===== src/rtl/proc_pkg.sv =====
// rtl/proc_pkg.sv - shared memory-arbiter types and widths
package proc_pkg;

  localparam int MEM_ADDR_W = 12;
  localparam int MEM_DATA_W = 64;

  // Records which access the memory is returning data for this cycle.
  typedef enum logic [1:0] {
    S_IDLE  = 2'd0,
    S_IF    = 2'd1,
    S_DM_RD = 2'd2,
    S_DM_WR = 2'd3
  } mem_arb_state_t;

endpackage


===== src/rtl/mem_port_arbiter.sv =====
// rtl/mem_port_arbiter.sv - single-port memory arbiter between fetch and data stages
module mem_port_arbiter
  import proc_pkg::*;
#(
  parameter int ADDR_W       = MEM_ADDR_W,
  parameter int DATA_W       = MEM_DATA_W,
  parameter int STARVE_LIMIT = 4
) (
  input  logic              clock,
  input  logic              reset,
  input  logic              if_req,
  input  logic [ADDR_W-1:0] if_addr,
  output logic              if_gnt,
  output logic              if_rvalid,
  output logic [DATA_W-1:0] if_rdata,
  input  logic              dm_req,
  input  logic              dm_we,
  input  logic [ADDR_W-1:0] dm_addr,
  input  logic [DATA_W-1:0] dm_wdata,
  output logic              dm_gnt,
  output logic              dm_rvalid,
  output logic [DATA_W-1:0] dm_rdata,
  output logic              mem_en,
  output logic              mem_we,
  output logic [ADDR_W-1:0] mem_addr,
  output logic [DATA_W-1:0] mem_wdata,
  input  logic [DATA_W-1:0] mem_rdata
);

  localparam int              CNT_W   = $clog2(STARVE_LIMIT + 1);
  localparam logic [CNT_W-1:0] CNT_MAX = CNT_W'(STARVE_LIMIT);

  mem_arb_state_t   state, state_nxt;
  logic [CNT_W-1:0] starve_cnt, starve_cnt_nxt;
  logic             if_starved;

  assign if_starved = (starve_cnt == CNT_MAX);

  // Data normally wins; a fetch that has waited STARVE_LIMIT cycles overrides it.
  always_comb begin
    if_gnt = 1'b0;
    dm_gnt = 1'b0;
    if (!reset) begin
      if (if_req && if_starved) begin
        if_gnt = 1'b1;
      end else if (dm_req) begin
        dm_gnt = 1'b1;
      end else if (if_req) begin
        if_gnt = 1'b1;
      end
    end
  end

  always_comb begin
    mem_en    = if_gnt | dm_gnt;
    mem_we    = dm_gnt & dm_we;
    mem_addr  = '0;
    mem_wdata = '0;
    if (dm_gnt) begin
      mem_addr  = dm_addr;
      mem_wdata = dm_wdata;
    end else if (if_gnt) begin
      mem_addr  = if_addr;
    end
  end

  always_comb begin
    starve_cnt_nxt = starve_cnt;
    if (!if_req || if_gnt) begin
      starve_cnt_nxt = '0;
    end else if (!if_starved) begin
      starve_cnt_nxt = starve_cnt + 1'b1;
    end
  end

  always_comb begin
    state_nxt = S_IDLE;
    if (if_gnt) begin
      state_nxt = S_IF;
    end else if (dm_gnt) begin
      state_nxt = dm_we ? S_DM_WR : S_DM_RD;
    end
  end

  // Reset discards any read in flight by returning to idle.
  always_ff @(posedge clock) begin
    if (reset) begin
      state      <= S_IDLE;
      starve_cnt <= '0;
    end else begin
      state      <= state_nxt;
      starve_cnt <= starve_cnt_nxt;
    end
  end

  assign if_rvalid = (state == S_IF);
  assign dm_rvalid = (state == S_DM_RD);
  assign if_rdata  = mem_rdata;
  assign dm_rdata  = mem_rdata;

endmodule

===== config.mk =====
export PLATFORM = sky130hd
export DESIGN_NAME = mem_port_arbiter
export DESIGN_NICKNAME = d
export VERILOG_FILES = /design/src/rtl/proc_pkg.sv /design/src/rtl/mem_port_arbiter.sv
export SDC_FILE = /design/constraint.sdc
export NUM_CORES = 1
export LEC_CHECK = 0
export CAP_MARGIN = 20
export CORE_AREA = 3 3 141 143
export DETAILED_ROUTE_END_ITERATION = 7
export DIE_AREA = 0 0 144 146
export GPL_TIMING_DRIVEN = 0
export PLACE_DENSITY = 0.5
export SLEW_MARGIN = 20
export SYNTH_ARGS = -nofsm -noshare
export SYNTH_HDL_FRONTEND = slang
export SYNTH_SLANG_ARGS = --single-unit

===== constraint.sdc =====
create_clock -name clock -period 1.8 [get_ports clock]
set_clock_uncertainty 0.1 [all_clocks]
set_input_delay 0.36 -clock clock [delete_from_list [all_inputs] [get_ports clock]]
set_output_delay 0.36 -clock clock [all_outputs]
set_load 0.005 [all_outputs]

==> impl_metrics.tcl <==
set metrics [dict create \
    status "finished with violations" \
    rsz0062_at_grt "true" \
    grt_pass1_wl_mm 17.8 \
    diodes 0 \
    worst_path_largest_cell_delay_ns 0.33 \
    synthCells 280 \
    crit_arrival_ns 1.54 \
    track_usage 0.107 \
    maxSlewViolCount 0 \
    path_buf_inv 3 \
    drc 0 \
    yosysWarnings 0 \
    core_sq_mm 0.0187 \
    hold_viol 0 \
    vias 2994 \
    syn-num-nets 439 \
    p_leak_nw 2.57 \
    dieArea_sq_mm 0.0210 \
    min-delay-start "if_req" \
    ant_nets 0 \
    fin_crit_ns 2.00 \
    syn_area_sq_mm 0.00249 \
    min_path_type "in2reg" \
    yosysTopAreaCell "buf_4" \
    nets 756 \
    ys_seq_area_frac 0.0401 \
    endpoint_kind "primary output" \
    hpwl_mm 10.7 \
    routedWlPerCell_um 15.4 \
    r2r_end "starve_cnt[2]" \
    whs_endpoint "starve_cnt[2]" \
    syn_area_per_cell_sq_um 8.91 \
    crit_required_ns 1.34 \
    gp_congestion 0.710 \
    num-fill-cells 1944 \
    post-place-cells 815 \
    initial_core_util 0.133 \
    gr-total-overflow 0 \
    crit_slowest_cell "dfxtp_2" \
    reg2reg_depth 4 \
    start_kind "flip-flop" \
    pin_count 367 \
    cp_cell_sequence "inv_2 -> ha_4 -> and3_4 -> buf_12 -> nor3b_4 -> buf_2" \
    fin_ws_ns -0.198 \
    final_common_cell "clkdlybuf4s50_1" \
    synth_area_leaders "buf_4 39%, nor3b_2 32%, nand3b_1 7.2%, buf_6 5.0%, dfxtp_1 4.0%" \
    cp_top_family "simple AND/OR/NAND/NOR gates" \
    die_h_um 146 \
    reg2reg_slack_ns 0.33 \
    worst_r2r_startpoint "starve_cnt[0]" \
    synth_seq_cells 5 \
    most-common-layout-cells "219 x clkdlybuf4s50_1, 135 x buf_4, 84 x buf_2" \
    cts_sinks 5 \
    peakVddDrop_v 0.000231 \
    antenna_found_initial 0 \
    clk_pin_slew_ns 0.03 \
    power_density_mw_per_mm2 268 \
    whs_ns 0.311 \
    clock_latency_ns 0.23 \
    first_pass_iters 4 \
    cts_tree "yes" \
    cts_made_buffers 3 \
    portBuffers 301 \
    grt_max_degree 11 \
    min_period_over_period 1.11 \
    drive_gt1_frac 0.554 \
    viasPerCell 3.61 \
    crit_type "reg2out" \
    finalSetupViolCount 78 \
    worst_pin_slew_ns 0.495 \
    violations "negative setup slack" \
    first_global_vias 3195 \
    drt_wl_total_mm 12.8 \
    root_buffer "clkbuf_16" \
    cts_buffer_depth 2 \
    synth_cell_types 22 \
    die_w_um 144 \
    worstHoldPathCells 3 \
    synth_top_area_share 0.385 \
    fmax_ghz 0.500 \
    slew_headroom 0.670 \
    htreeDepth 1 \
    rows 50 \
    layout.cells.non_filler 830 \
    worstPathMaxFanout 10 \
    syn_to_final_growth_pct 137 \
    drt_iter0_drc 33 \
    pre_cts_slack_ns -1.08 \
    cap_viol_max_count 0 \
]
final cells by class:
cell class	count	area, sq um	share of cell area
plain buffers	150	1240	0.209
clock buffers	4	78.8	0.0133
inverters	4	15.0	0.00254
multi-input cells	121	1430	0.242
flip-flops and latches	5	103	0.0173
well taps	234	293	0.0495
repair buffers	312	2760	0.467
cells by family after synthesis:
group | after synthesis | synth area share
and+or+nand+nor | 103 | 0.433
DFF | 5 | 0.0401
buffers and inverters | 155 | 0.471
adders and majority gates | 2 | 0.0100
AOI/OAI and AO/OA | 15 | 0.0462
worst reg2reg max path: stages (launching register included):
cell      delay, ns
dfxtp_2        0.32
buf_4          0.13
ha_1           0.20
or3b_2         0.46
a211oi_2       0.18
metrics by stage:
stage	util	area (sq um)	setup TNS [ns]	total power, W
2_1_floorplan	-	2490	0	0.000536
3_3_place_gp	0.310	5800	-77.35	0.00123
3_5_place_dp	0.310	5800	-77.61	0.00124
4_1_cts	0.312	5840	-12.65	0.00159
5_1_grt	0.317	5920	-16.35	0.00167
6_report	0.317	5920	-11.37	0.00159
Yosys cell counts:
cell type    n
nand2b_1     3
clkbuf_1     4
nor2b_1      2
dfxtp_1      5
buf_4      128
and4b_1      1
a211oi_2     1
nor3b_1      1
buf_2        6
nand3b_1    24
and3_4       1
inv_1        4
nor3_2       1
ha_1         2
a21boi_2     1
or3b_2       1
buf_6       11
o22ai_1     12
nor3b_2     64
o32ai_2      1
buf_8        2
nor2_1       5
routing by layer:
| layer | vias to the layer above | GRT usage | wire [um] |
|---|---|---|---|
| met5 | - | 0 | 0 |
| met1 | 1325 | 0.106 | 4310 |
| met4 | 0 | 0.0169 | 122 |
| li1 | 1451 | - | - |
| met3 | 4 | 0.0371 | 1600 |
| met2 | 214 | 0.213 | 6730 |
power by group:
group,switching (W),leakage (nW),internal [W]
clock,0.0000730,0.0382,0.000294
combinational,0.000314,2.49,0.000790
sequential,0.00000193,0.0419,0.000116
flip-flops by register name (all words and copies together), names as in the netlist:
register    cells
starve_cnt      3
state           2
worst max-delay path by stage:
stage / startpoint / cells past startpoint / end
4_1_cts: starve_cnt[1] / 7 / mem_wdata[23]
6_report: starve_cnt[0] / 6 / mem_wdata[39]
3_3_place_gp: reset / 7 / mem_wdata[51]
2_1_floorplan: starve_cnt[0] / 6 / mem_wdata[10]
3_5_place_dp: reset / 7 / mem_wdata[51]
5_1_grt: starve_cnt[0] / 7 / mem_we
timing repair:
| item | in CTS | in global routing |
|---|---|---|
| pin swaps | 26 | 5 |
| hold buffers | 0 | 0 |
| buffers inserted | 9 | 1 |
| endpoints found under the setup margin | 80 | 80 |
| hold endpoints to repair | 0 | 0 |
| resized for setup | 375 | 20 |
| cloned | 3 | 0 |
No activity file was read; power rests on OpenSTA's default activity.
